$ cat src/rtl/dispenser_defs.sv
// Shared definitions for the dispenser timing blocks: FSM encoding, run modes
// and a constant-width helper.
package dispenser_defs;

  typedef enum logic [1:0] {
    ST_IDLE = 2'd0,
    ST_RUN  = 2'd1,
    ST_DONE = 2'd2
  } state_e;

  localparam logic MODE_SEQ = 1'b0;
  localparam logic MODE_PAR = 1'b1;

  // Ceiling log2; returns 0 for v <= 1.
  function automatic int unsigned clog2(input int unsigned v);
    int unsigned r;
    longint unsigned x;
    r = 0;
    x = 1;
    while (x < longint'(v)) begin
      x = x << 1;
      r = r + 1;
    end
    return r;
  endfunction

endpackage

$ cat src/rtl/tick_prescaler.sv
// Divides clk down to a one-cycle tick every PRESCALE enabled cycles.
// Also used by the display multiplexer.
module tick_prescaler
  import dispenser_defs::*;
#(
  parameter int unsigned PRESCALE = 20000000
) (
  input  logic clk,
  input  logic reset,
  input  logic clear,
  input  logic en,
  output logic tick
);

  localparam int unsigned PW = (clog2(PRESCALE) < 1) ? 1 : clog2(PRESCALE);
  localparam logic [PW-1:0] LAST = PW'(PRESCALE - 1);

  logic [PW-1:0] cnt_q, cnt_d;

  assign tick = en && (cnt_q == LAST);

  always_comb begin
    cnt_d = cnt_q;
    if (clear) begin
      cnt_d = '0;
    end else if (en) begin
      cnt_d = tick ? '0 : cnt_q + PW'(1);
    end
  end

  always_ff @(posedge clk or negedge reset) begin
    if (!reset) cnt_q <= '0;
    else        cnt_q <= cnt_d;
  end

endmodule

$ cat src/rtl/channel_sequencer.sv
// Runs N_CH motors for programmed unit counts, one after another or all at once,
// with start/abort handshake and per-channel completion flags.
module channel_sequencer
  import dispenser_defs::*;
#(
  parameter int unsigned N_CH     = 3,
  parameter int unsigned CNT_W    = 5,
  parameter int unsigned PRESCALE = 20000000
) (
  input  logic                  clk,
  input  logic                  reset,
  input  logic                  start,
  input  logic                  abort,
  input  logic                  mode,
  input  logic [N_CH*CNT_W-1:0] cycles,
  output logic [N_CH-1:0]       motors,
  output logic                  busy,
  output logic                  done,
  output logic                  aborted,
  output logic [N_CH-1:0]       ch_done
);

  state_e            state_q, state_d;
  logic              mode_q, mode_sel_c;
  logic [N_CH-1:0]   motors_q, motors_d;
  logic [N_CH-1:0]   ch_done_q, ch_done_d;
  logic              busy_q, busy_d, done_q, done_d, aborted_q, aborted_d;
  logic              accept_c, tick_c;
  logic [N_CH-1:0]   expire_c, rem_c, lowest_c, run_motors_c;

  assign accept_c = (state_q == ST_IDLE) && start && !abort;

  tick_prescaler #(.PRESCALE(PRESCALE)) u_tick (
    .clk   (clk),
    .reset (reset),
    .clear (accept_c),
    .en    (state_q == ST_RUN),
    .tick  (tick_c)
  );

  // Shadow count per channel; rem_c marks channels still owed run time after this edge.
  for (genvar i = 0; i < N_CH; i++) begin : g_ch
    logic [CNT_W-1:0] load_c, cnt_q, cnt_d;
    logic             active_c;

    assign load_c      = cycles[i*CNT_W +: CNT_W];
    assign active_c    = (state_q == ST_RUN) && motors_q[i];
    assign expire_c[i] = tick_c && active_c && (cnt_q == CNT_W'(1));
    assign rem_c[i]    = accept_c ? (load_c != '0) : ((cnt_q != '0) && !expire_c[i]);

    always_comb begin
      cnt_d = cnt_q;
      if (accept_c) begin
        cnt_d = load_c;
      end else if (tick_c && active_c && (cnt_q != '0)) begin
        cnt_d = cnt_q - CNT_W'(1);
      end
    end

    always_ff @(posedge clk or negedge reset) begin
      if (!reset) cnt_q <= '0;
      else        cnt_q <= cnt_d;
    end
  end

  // Sequential mode drives only the lowest channel still owed time; finished ones are zero.
  assign lowest_c     = rem_c & (~rem_c + N_CH'(1));
  assign mode_sel_c   = accept_c ? mode : mode_q;
  assign run_motors_c = (mode_sel_c == MODE_PAR) ? rem_c : lowest_c;

  always_ff @(posedge clk or negedge reset) begin
    if (!reset) state_q <= ST_IDLE;
    else        state_q <= state_d;
  end

  always_comb begin
    state_d = state_q;
    case (state_q)
      ST_IDLE: if (accept_c) state_d = (rem_c == '0) ? ST_DONE : ST_RUN;
      ST_RUN: begin
        if (abort)              state_d = ST_IDLE;
        else if (rem_c == '0)   state_d = ST_DONE;
      end
      ST_DONE: state_d = ST_IDLE;
      default: state_d = ST_IDLE;
    endcase
  end

  always_comb begin
    motors_d  = '0;
    busy_d    = 1'b0;
    done_d    = (state_d == ST_DONE);
    aborted_d = (state_q == ST_RUN) && abort;
    ch_done_d = ch_done_q;
    if (accept_c) begin
      ch_done_d = ~rem_c;
    end else if ((state_q == ST_RUN) && !abort) begin
      ch_done_d = ch_done_q | expire_c;
    end
    if (state_d == ST_RUN) begin
      motors_d = run_motors_c;
      busy_d   = 1'b1;
    end
  end

  always_ff @(posedge clk or negedge reset) begin
    if (!reset) begin
      mode_q    <= MODE_SEQ;
      motors_q  <= '0;
      ch_done_q <= '0;
      busy_q    <= 1'b0;
      done_q    <= 1'b0;
      aborted_q <= 1'b0;
    end else begin
      if (accept_c) mode_q <= mode;
      motors_q  <= motors_d;
      ch_done_q <= ch_done_d;
      busy_q    <= busy_d;
      done_q    <= done_d;
      aborted_q <= aborted_d;
    end
  end

  assign motors  = motors_q;
  assign ch_done = ch_done_q;
  assign busy    = busy_q;
  assign done    = done_q;
  assign aborted = aborted_q;

endmodule

$ cat config.mk
export PLATFORM = sky130hd
export DESIGN_NAME = channel_sequencer
export DESIGN_NICKNAME = d
export VERILOG_FILES = /design/src/rtl/dispenser_defs.sv /design/src/rtl/tick_prescaler.sv /design/src/rtl/channel_sequencer.sv
export SDC_FILE = /design/constraint.sdc
export NUM_CORES = 1
export LEC_CHECK = 0
export BUFFER_PORTS_ARGS = -buffer_cell sky130_fd_sc_hd__buf_2
export CAP_MARGIN = 20
export CORE_MARGIN = 2
export CORE_UTILIZATION = 58
export CTS_CLUSTER_SIZE = 30
export DETAILED_ROUTE_END_ITERATION = 10
export PLACE_DENSITY = 0.83
export SLEW_MARGIN = 30
export SYNTH_ARGS = -nofsm -noshare
export SYNTH_HDL_FRONTEND = slang
export SYNTH_SLANG_ARGS = --single-unit
$ cat constraint.sdc
create_clock -name clk -period 2.5 [get_ports clk]
set_input_delay 0.125 -clock clk [delete_from_list [all_inputs] [get_ports clk]]
set_output_delay 0.125 -clock clk [all_outputs]
set_load 0.1 [all_outputs]
# ---- After elaboration in Yosys (flattened, before gate mapping)
# Cells that the tools add are included.
dict set report word_totals {
  regBits 52
  inputBits 20
  output_inout_bits 9
  word_cells 86
}
dict set report classes {
  n_addsub 5
  eq_ne 7
  muxes 23
  bitwise_logic 3
  n_reduce_logical 37
}
# cell n
set op_table {}
lappend op_table {{$mux 25} 3}
lappend op_table {{$mux 5} 6}
lappend op_table {{$reduce_bool 5->1} 6}
lappend op_table {{$add 25x1->25 const B} 1}
lappend op_table {{$eq 25x25->1 const B} 1}
lappend op_table {{$logic_and 1x1->1} 20}
lappend op_table {{$eq 5x1->1 const B} 3}
lappend op_table {{$sub 5x1->5 const B} 3}
lappend op_table {{$mux 3} 4}
lappend op_table {{$reduce_bool 2->1} 5}
lappend op_table {{$mux 2} 4}
lappend op_table {{$mux 1} 5}
lappend op_table {{$eq 2x1->1 const B} 2}
lappend op_table {{$logic_not 1->1} 4}
lappend op_table {{$pmux 2 s2} 1}
lappend op_table {{$add 3x1->3 const B} 1}
lappend op_table {{$and 3x3->3} 1}
lappend op_table {{$logic_not 3->1} 1}
lappend op_table {{$not 3->3} 1}
lappend op_table {{$or 3x3->3} 1}
lappend op_table {{$eq 2x2->1 const B} 1}
lappend op_table {{$logic_not 2->1} 1}

# ---- Longest topological paths before layout
# Gate-level depths: netlist (run 1).
dict set report depth {
  word_depth 13
  depth_mapped 7
  mapped_depth_nobuf 7
}

# ---- By module
# A second synthesis (run 1) with hierarchy kept.
dict set report unflattened {
  cells_unflattened 316
  hier_area_um2 3093.0
}
# module instances cells_per_inst area_per_inst_um2 seq_area_each_um2
set by_module_without_submodules {}
lappend by_module_without_submodules {channel_sequencer 1 160 1630.3 675.6}
lappend by_module_without_submodules {tick_prescaler 1 156 1462.7 625.6}

# ---- Worst setup path after synthesis (run 1)
# No wires, ideal clock.
dict set report synth_path {
  path_type {register to register}
  start {reg u_tick.cnt_q[0]}
  end {reg g_ch[0].cnt_q[4]}
  setup_ps 82
  arrival_time_ps 2064
  required_time_ps 2418
  path_slack_ps 354
  stages_incl_launch_ff 8
  n_path_buf 0
  synth_period_minus_slack_ps 2146
  path_cell_list {dfrtp_1 ha_1 and3_1 nand4_1 nor4_4 nand4_2 or4_1 a31oi_1}
}
dict set report synth_via {
  elab_chain_len 5
}
# item line
set synth_rtl {}
lappend synth_rtl {{start: declaration} tick_prescaler.sv:18} ;# logic [PW-1:0] cnt_q, cnt_d;
lappend synth_rtl {{start signal: assignment} tick_prescaler.sv:33} ;# else cnt_q <= cnt_d;
lappend synth_rtl {{$eq 25x25->1} tick_prescaler.sv:20} ;# assign tick = en && (cnt_q == LAST);
lappend synth_rtl {{$logic_and 1x1->1} tick_prescaler.sv:20}
lappend synth_rtl {{$logic_and 1x1->1 (2 in series)} channel_sequencer.sv:55} ;# end else if (tick_c && active_c && (cnt_q != '0)) begin
lappend synth_rtl {{$reduce_bool 2->1 (no line)} --}
lappend synth_rtl {{end signal: assignment} channel_sequencer.sv:62} ;# else cnt_q <= cnt_d;
lappend synth_rtl {{end: declaration} channel_sequencer.sv:43} ;# logic [CNT_W-1:0] load_c, cnt_q, cnt_d;
# Every way passes these cells.
# A chain may end at the register's enable or synchronous reset.

# ---- Worst setup path in the final report (run 1)
# Same ends and word-level chain as after synthesis.

==> qor.csv, run 1 <==
metric;value;unit
setup TNS;0;ps
EDFF count, synth;0;
vias in the first global route;2292;
GP Congestion;0.845;
synthesis-stage register bit count;52;
WL/cell;14.6;microns
htree depth;2;
Final Hold Viols;0;
Seq/Total Area, Yosys;0.469;
Mapped Avg Cell Area;9.34;sq um
Main synth FF type;dfrtp_1;
Yosys cell types;41;
max-cap viol count;0;
data required time of the critical path;2740;ps
area share of fa/ha/maj cells after synthesis;0.0406;
Post-CTS Resized;0;
Nets;363;
Hold Path Class;primary input to flip-flop;
Root Buffer;clkbuf_8;
XOR/XNOR share of the synthesized area;0.0852;
highest clock rate;431;MHz
total gr overflow;0;
Slowest cell on crit path;or4_1;
Crit path max-delay family;simple AND/OR/NAND/NOR gates;
core footprint;4660;sq um
fillers;365;
run status;complete, no violations;
unrepaired setup endpoints after global routing;false;
# rows;25;
Worst-Margin Slew;641;ps
die area;5350;sq um
Critical Path End Type;flip-flop;
Register Area;1300;sq um
Final Setup Violations;0;
top cells by count, synth;dfrtp_1 (52), nor2_1 (44), nand2_1 (33);
Mapped Cells;297;
synthesized cell area;2780;sq um
most common cell in the netlist;dfrtp_1;
ant diodes;0;
asr flop ratio synth;1.00;
fin crit share;0.929;
Vias/cell;5.86;
initial antenna violation count;0;
Final Skew;4.34;ps
Worst Setup Slack, final;178;ps
routed vias;2281;
P_leak;1.46;nW
fin crit period;2320;ps
Synth top area share;0.469;
CTS tree;built;
Worst Setup Path Type;flip-flop to flip-flop;
Mapped Nets;326;
share of cells above drive strength 1;0.173;
worst stage delay on the critical path;440;ps
Tot GR Track Use;0.235;
Initial Utilization;0.595;
largest net degree at the start of global routing;32;
HPWL Detailed;4140;microns
Clock Path Buffers;2;
top cells by area, synth;dfrtp_1 (47%), nor2_1 (6.0%), xor2_1 (5.4%);
Detail Route Antenna Nets;0;
CTS clock-pin slew for the worst setup and hold paths;90;ps
Synth area leader;dfrtp_1;
largest family of logic cells by synthesized area;simple AND/OR/NAND/NOR gates;
Critical Path AT;2560;ps
Slew headroom;0.570;
multi-input logic area;1420;sq um
final count of pins violating max slew;0;
Worst setup SP type;flip-flop;
clk sinks;52;
Die W;73.2;microns
largest fanout on the critical path;9;
area grow syn2layout;12.7;%
PD cells;590;nW/um^2
Simple-Gate Fraction of Synth Area;0.279;
IO Port Bufs;28;
first-pass GRT wire length;9900;microns
CTS Buf Count;5;
IO Count;29;
DRT Pass-1 Iters;4;
total number of yosys warnings;0;
dpl ws;220;ps
Compound-Gate Fraction of Synth Area;0.0789;
height of the die;73.2;microns
Clk Latency, worst-skew pair;310;ps
multiplexer share of the synthesized area;0.0266;
CP Cell Sequence;ha_1, and3_1, nand4_1, nor4_4, buf_4, nand4_2, or4_1, a31oi_1;
Max VDD drop;0.000459;V
WL final;5670;microns
Detailed Route Iter0 Violations;128;
WP buf/inv;1;
DRC viols;0;
-- per-layer routing --
metal  part of all wire  GRT usage
met3              0.030     0.0345
met4              0.011     0.0658
met5                  0          0
met1               0.43      0.301
met2               0.52      0.412
-- worst register-to-register path, delay by kind of cell (launching register included) --
family,cells,cell delay (ps)
simple gates,5,1250
flops,1,420
buf+inv,1,210
fa+ha+maj,1,190
compound gates,1,180
-- timing repair --
action / 4_1_cts / 5_1_grt
buffers inserted: 0 / 0
endpoints found under the hold margin: 21 / 0
hold buffers: 1 / 0
-- through the flow --
stage	hold slack [ps]	power [mW]	area, sq um	util	instances
floorplan	-171	1.24	2780	-	297
global placement	110	1.33	3020	0.648	380
detailed placement	117	1.35	3020	0.648	380
CTS	20.4	1.86	3130	0.671	389
global route	27.2	1.94	3130	0.671	389
finish	18.5	1.84	3130	0.671	389
-- sequential cells by signal, summed over array words and instances (netlist names) --
register / count
state_q: 2
done: 1
g_ch.cnt_q: 15
busy: 1
ch_done: 3
aborted: 1
motors: 3
mode_q: 1
u_tick.cnt_q: 25
-- where the power goes --
| group | switching [mW] | internal (mW) |
|---|---|---|
| registers | 0.0764 | 0.913 |
| logic | 0.229 | 0.116 |
| clock network | 0.285 | 0.225 |
-- final cells by class --
cell class | instances | area share
clock buffer | 6 | 0.0264
clock inverter | 2 | 0.00480
inverter | 8 | 0.00960
multi-input combinational | 230 | 0.454
sequential | 52 | 0.416
tap | 54 | 0.0216
timing repair buffer | 37 | 0.0672
-- cells in the final DEF (no fill, tap or decap), drive strengths merged, types with 2 or more instances in the layout --
master / synthesis / routed
a21oi: 10 / 10
a31oi: 7 / 7
and2: 3 / 3
and3: 9 / 9
and4: 4 / 4
buf: 2 / 36
clkbuf: 5 / 6
clkinvlp: 0 / 2
dfrtp: 52 / 52
ha: 9 / 9
inv: 8 / 8
mux2: 3 / 3
mux2i: 4 / 4
nand2: 33 / 33
nand3: 15 / 15
nand4: 11 / 11
nor2: 44 / 44
nor2b: 4 / 4
nor3: 15 / 15
nor4: 3 / 3
o211ai: 2 / 2
o21ai: 13 / 13
o31ai: 2 / 2
or4: 2 / 2
xnor2: 10 / 10
xor2: 17 / 17
-- logic make-up after synthesis --
logic type      after synthesis
flops                        52
simple gates                150
compound gates               37
mux                           7
xor+xnor                     27
fa+ha+maj                     9
buf+inv                      15
-- path summary, 6_finish.rpt --
kind	end	from	slack (ps)	cells after the start
max	g_ch[0].cnt_q[4]	u_tick.cnt_q[0]	180	8
min	g_ch[2].cnt_q[4]	cycles[14]	20	3
max reg2reg	g_ch[0].cnt_q[4]	u_tick.cnt_q[0]	180	8
min reg2reg	ch_done[0]	ch_done[0]	490	2
max in group asynchronous	g_ch[1].cnt_q[0]	reset	1430	3
min in group asynchronous	u_tick.cnt_q[5]	reset	310	2
(Power assumes the default switching activity.)
==> run 2, diff against run 1 <==
Settings changed: CORE_UTILIZATION 58 to 61, CTS_BUF_LIST set to sky130_fd_sc_hd__clkbuf_4, PLACE_DENSITY 0.83 to 0.86.
==> run 2 against run 1 <==
  * Sequential cell count did not move
  * Sequential power hardly changed
  * Via count shrank 0.66%
  * Critical path type unchanged
  * Critical path depth fell by 1
==> qor.csv, run 2 (same netlist as run 1, synthesis figures left out) <==
metric;value;unit;change
Crit path max-delay family;simple AND/OR/NAND/NOR gates;;unchanged
GP Congestion;0.873;;was 0.845
Critical Path AT;2570;ps;was 2560 ps
CTS tree;built;;unchanged
Sw Ratio;0.330;;was 0.320
IO Port Bufs;28;;unchanged
# rows;24;;was 25
Area after DPL;3010;sq um;was 3020 sq um
Nets;373;;was 363
Critical Path End Type;flip-flop;;unchanged
total gr overflow;0;;unchanged
fin cells;397;;was 389
worst r2r dst;g_ch[0].cnt_q[4];;unchanged
Worst Setup Slack, final;215;ps;was 178 ps
dpl ws;242;ps;was 220 ps
DRT Pass-1 Iters;4;;unchanged
reg2reg setup slack;220;ps;was 180 ps
cell total after placement;377;;was 380
run status;complete, no violations;;unchanged
Clk Latency, worst-skew pair;370;ps;was 310 ps
CTS Buf Count;5;;unchanged
PD cells;536;nW/um^2;was 590 nW/um^2
clk sinks;52;;unchanged
HPWL Detailed;4080;microns;was 4140 microns
Slew headroom;0.590;;was 0.570
final count of pins violating max slew;0;;unchanged
data required time of the critical path;2790;ps;was 2740 ps
highest clock rate;438;MHz;was 431 MHz
hold endpoint;g_ch[1].cnt_q[3];;was g_ch[2].cnt_q[4]
Max VDD drop;0.000488;V;was 0.000459 V
hold path depth;3;;unchanged
Worst Reg2Reg Path Length in Cells;7;;was 8
Worst-Margin Slew;611;ps;was 641 ps
Slowest cell on crit path;dfrtp_1;;was or4_1
height of the die;71.5;microns;was 73.2 microns
area grow syn2layout;14.7;%;was 12.7%
Hold WS;22.3;ps;was 18.5 ps
Final Skew;13.8;ps;was 4.34 ps
core footprint;4350;sq um;was 4660 sq um
Final Hold Viols;0;;unchanged
fin crit share;0.914;;was 0.929
Design Area, Final;3180;sq um;was 3130 sq um
largest net degree at the start of global routing;36;;was 32
WP buf/inv;1;;unchanged
share of cells above drive strength 1;0.162;;was 0.173
Detail Route Antenna Nets;0;;unchanged
WL final;5630;microns;was 5670 microns
Final Setup Violations;0;;unchanged
CP Cell Sequence;nor4_2, nand4_1, nor4_4, buf_4, nand4_2, or4_1, a31oi_1;;was ha_1, and3_1, nand4_1, nor4_4, buf_4, nand4_2, or4_1, a31oi_1
Post-CTS Resized;0;;unchanged
setup TNS;0;ps;unchanged
worst stage delay on the critical path;450;ps;was 440 ps
Tot GR Track Use;0.240;;was 0.235
P_leak;1.49;nW;was 1.46 nW
sequential power share;0.579;;was 0.537
initial antenna violation count;0;;unchanged
Root Buffer;clkbuf_4;;was clkbuf_8
vias in the first global route;2240;;was 2292
Detailed Route Iter0 Violations;184;;was 128
die area;5110;sq um;was 5350 sq um
Critical Path Start;u_tick.cnt_q[9];;was u_tick.cnt_q[0]
Worst Setup Path Type;flip-flop to flip-flop;;unchanged
htree depth;2;;unchanged
hold path startpoint;cycles[8];;was cycles[14]
Initial Utilization;0.637;;was 0.595
Hold Path Class;primary input to flip-flop;;unchanged
worst r2r src;u_tick.cnt_q[9];;was u_tick.cnt_q[0]
first-pass GRT wire length;9900;microns;unchanged
most common cell after layout, fill and taps aside;dfrtp_1;;unchanged
ant diodes;0;;unchanged
DRC viols;0;;unchanged
IO Count;29;;unchanged
largest registers;u_tick.cnt_q (25), g_ch.cnt_q (15);;unchanged
largest fanout on the critical path;9;;unchanged
max-cap viol count;0;;unchanged
commonest cells after routing, fill and taps aside;dfrtp_1 (52), nor2_1 (44), nand2_1 (33);;unchanged
combinational share of power;0.210;;was 0.187
clock power share;0.211;;was 0.276
most flop-heavy register;u_tick.cnt_q;;unchanged
Net Switching;0.562;mW;was 0.590 mW
Worst setup SP type;flip-flop;;unchanged
fin crit period;2280;ps;was 2320 ps
Internal;1.14;mW;was 1.25 mW
Largest register FFs;25;;unchanged
WL/cell;14.2;microns;was 14.6 microns
unrepaired setup endpoints after global routing;false;;unchanged
CTS clock-pin slew for the worst setup and hold paths;150;ps;was 90 ps
Vias/cell;5.71;;was 5.86
Die W;71.5;microns;was 73.2 microns
routed vias;2266;;was 2281
Clock Path Buffers;2;;unchanged
-- run 2: changes by cell type in the layout (fill, tap and decap cells not counted), sizes merged --
cell         delta
clkbuf          -1
clkinvlp        -2
buf             -1
clkinv          +3
dlygate4sd3    +11
-- run 2: tightest hold or removal path: stages --
cell	delay, ps
buf_2	100
nor2_1	90
a21oi_1	50
-- run 2: through the flow --
| step | util | power [mW] |
|---|---|---|
| after detailed placement | 0.691 | 1.35 |
| final | 0.731 | 1.70 |
| after global routing | 0.731 | 1.80 |
| after CTS | 0.728 | 1.71 |
| after floorplan | - | 1.24 |
| after global placement | 0.691 | 1.33 |
-- run 2: routing by layer --
metal  share of wire  track usage  vias to the layer above
li1                -            -                     1139
met3           0.042       0.0394                        4
met4          0.0071       0.0650                        0
met5               0            0                        -
met2            0.46        0.385                       49
met1            0.49        0.343                     1074
-- run 2: power by group through the flow --
stage,Sequential [mW],Combinational (mW),Clock [mW]
after detailed placement,1.00,0.345,0
after global placement,0.996,0.332,0
after global routing,0.996,0.399,0.400
final,0.987,0.357,0.360
after CTS,0.985,0.359,0.364
after floorplan,1.06,0.175,0
-- run 2: timing repair --
item	in CTS	in global routing
setup buffers	0	0
hold endpoints to repair	27	1
endpoints found under the setup margin	0	0
hold buffers	11	1
-- run 2: final cells by class --
| type | instances | area, sq um |
|---|---|---|
| Clock buffer | 5 | 37.5 |
| Clock inverter | 3 | 13.8 |
| Fill cell | 318 | 1170 |
| Inverter | 8 | 30.0 |
| Multi-Input combinational cell | 230 | 1420 |
| Sequential cell | 52 | 1300 |
| Tap cell | 52 | 65.1 |
| Timing Repair Buffer | 47 | 313 |
-- run 2: how the worst max path moves through the flow --
stage / end / depth (start not counted)
final: g_ch[0].cnt_q[4] / 7
after global routing: g_ch[0].cnt_q[4] / 7
after CTS: g_ch[0].cnt_q[4] / 7
after detailed placement: g_ch[0].cnt_q[4] / 7
after global placement: g_ch[0].cnt_q[4] / 8
after floorplan: g_ch[0].cnt_q[4] / 7
==> run 3, diff against run 2 <==
Settings changed: CELL_PAD_IN_SITES_DETAIL_PLACEMENT set to 1, CELL_PAD_IN_SITES_GLOBAL_PLACEMENT set to 1, CORE_ASPECT_RATIO set to 0.8, CORE_UTILIZATION 61 to 47.
==> run 3 against run 2 <==
  * Fmax shrank 1.6%
  * Combinational power rose by 7.3%
  * Critical path depth is 1 higher
  * Clock power rose by 6.4%
  * Count of clock-buffer cells in the layout increased by 1
  * Sequential cell count unchanged
  * Final area grew 1.5%
  * Clock skew is 11 ps higher
  * Sequential share of layout area down 0.62 points
  * First-iteration DRC count fell by 31%
  * Core utilization shrank 18 points
  * Wire length rose by 31%
  * Critical path type unchanged
  * Critical endpoint unchanged
  * Largest power group unchanged
==> qor.csv, run 3 (same netlist as run 1, synthesis figures left out) <==
metric;value;unit;change
run status;complete, no violations;;unchanged
hold path startpoint;cycles[2];;was cycles[8]
htree depth;2;;unchanged
unrepaired setup endpoints after global routing;false;;unchanged
# rows;25;;was 24
CTS Buf Count;5;;unchanged
area grow syn2layout;16.4;%;was 14.7%
Hold Path Class;primary input to flip-flop;;unchanged
Critical Path End Type;flip-flop;;unchanged
largest registers;u_tick.cnt_q (25), g_ch.cnt_q (15);;unchanged
WL/cell;17.4;microns;was 14.2 microns
initial antenna violation count;0;;unchanged
PD cells;544;nW/um^2;was 536 nW/um^2
worst r2r src;u_tick.cnt_q[0];;was u_tick.cnt_q[9]
Worst Setup Slack, final;179;ps;was 215 ps
Worst Reg2Reg Path Length in Cells;8;;was 7
Critical Path AT;2620;ps;was 2570 ps
setup TNS;0;ps;unchanged
Final Skew;25.0;ps;was 13.8 ps
dpl ws;224;ps;was 242 ps
Root Buffer;clkbuf_4;;unchanged
max-cap viol count;0;;unchanged
Slew headroom;0.553;;was 0.590
Max VDD drop;0.000309;V;was 0.000488 V
Worst setup SP type;flip-flop;;unchanged
IO Count;29;;unchanged
Area after DPL;3070;sq um;was 3010 sq um
largest net degree at the start of global routing;53;;was 36
Detail Route Antenna Nets;0;;unchanged
data required time of the critical path;2800;ps;was 2790 ps
core footprint;5820;sq um;was 4350 sq um
Clock Path Buffers;2;;unchanged
commonest cells after routing, fill and taps aside;dfrtp_1 (52), nor2_1 (44), nand2_1 (33);;unchanged
DRT Pass-1 Iters;4;;unchanged
clk sinks;52;;unchanged
P_leak;1.49;nW;about the same
die area;6540;sq um;was 5110 sq um
Worst Setup Path Type;flip-flop to flip-flop;;unchanged
Largest register FFs;25;;unchanged
HPWL Detailed;5190;microns;was 4080 microns
DRC viols;0;;unchanged
Clk Latency, worst-skew pair;380;ps;was 370 ps
most common cell after layout, fill and taps aside;dfrtp_1;;unchanged
GP Congestion;0.762;;was 0.873
Final Hold Viols;0;;unchanged
ant diodes;0;;unchanged
hold endpoint;g_ch[0].cnt_q[2];;was g_ch[1].cnt_q[3]
CTS tree;built;;unchanged
Design Area, Final;3230;sq um;was 3180 sq um
first-pass GRT wire length;12600;microns;was 9900 microns
Worst-Margin Slew;666;ps;was 611 ps
share of cells above drive strength 1;0.169;;was 0.162
Post-CTS Setup Repair Bufs;0;;unchanged
worst r2r dst;g_ch[0].cnt_q[4];;unchanged
routed vias;2391;;was 2266
highest clock rate;431;MHz;was 438 MHz
largest fanout on the critical path;9;;unchanged
Initial Utilization;0.477;;was 0.637
hold path depth;3;;unchanged
IO Port Bufs;28;;unchanged
WL final;7380;microns;was 5630 microns
Die W;89.9;microns;was 71.5 microns
final count of pins violating max slew;0;;unchanged
reg2reg setup slack;180;ps;was 220 ps
vias in the first global route;2447;;was 2240
height of the die;72.7;microns;was 71.5 microns
fin crit share;0.928;;was 0.914
most flop-heavy register;u_tick.cnt_q;;unchanged
fin crit period;2320;ps;was 2280 ps
Tot GR Track Use;0.243;;was 0.240
Vias/cell;5.63;;was 5.71
Detailed Route Iter0 Violations;127;;was 184
Final Setup Violations;0;;unchanged
Nets;373;;unchanged
CTS clock-pin slew for the worst setup and hold paths;150;ps;about the same
total gr overflow;0;;unchanged
Hold WS;7.47;ps;was 22.3 ps
## run 3: final cells by class
class	count	area, sq um
inverters	8	30.0
multi-input cells	230	1430
flip-flops and latches	52	1300
clock buffers	6	45.0
repair buffers	47	323
fillers	708	2590
well taps	81	101
clock inverters	1	5.00
## run 3: worst max path at each step
stage                               start               end  slack [ps]
final                     u_tick.cnt_q[0]  g_ch[0].cnt_q[4]         180
after global routing      u_tick.cnt_q[0]  g_ch[0].cnt_q[4]          50
after CTS                      state_q[0]              done         200
after detailed placement  u_tick.cnt_q[8]  g_ch[0].cnt_q[4]         220
after global placement    u_tick.cnt_q[0]  g_ch[0].cnt_q[4]         350
after floorplan           u_tick.cnt_q[0]  g_ch[0].cnt_q[4]         350
## run 3: where the power goes
part | switching, mW | leakage, nW | internal, mW
registers | 0.0778 | 0.683 | 0.914
clock network | 0.267 | 0.0315 | 0.115
logic | 0.252 | 0.778 | 0.131
## run 3: critical path, cell delays in order (launching register included)
cell,delay (ps)
dfrtp_1,440
ha_1,190
and3_1,200
nand4_1,150
nor4_4,280
buf_4,220
nand4_2,160
or4_1,430
a31oi_1,170
## run 3: per-layer routing
metal	GRT usage	wire length, microns	vias up	share of wire
met5	0	0	-	0
met4	0.0530	50	0	0.0068
li1	-	-	1138	-
met3	0.0393	206	7	0.028
met2	0.401	3530	41	0.48
met1	0.346	3590	1205	0.49
## run 3: per-stage QoR
| step | cells | power (mW) | utilization |
|---|---|---|---|
| floorplan | 297 | 1.24 | - |
| global placement | 407 | 1.34 | 0.527 |
| detailed placement | 407 | 1.37 | 0.527 |
| CTS | 424 | 1.76 | 0.553 |
| global route | 425 | 1.86 | 0.555 |
| finish | 425 | 1.76 | 0.555 |
## run 3: what timing repair did
| item | in CTS | in global routing |
|---|---|---|
| hold buffers | 10 | 1 |
| setup endpoints to repair | 0 | 1 |
| gates resized for setup | 0 | 1 |
| hold endpoints to repair | 61 | 1 |
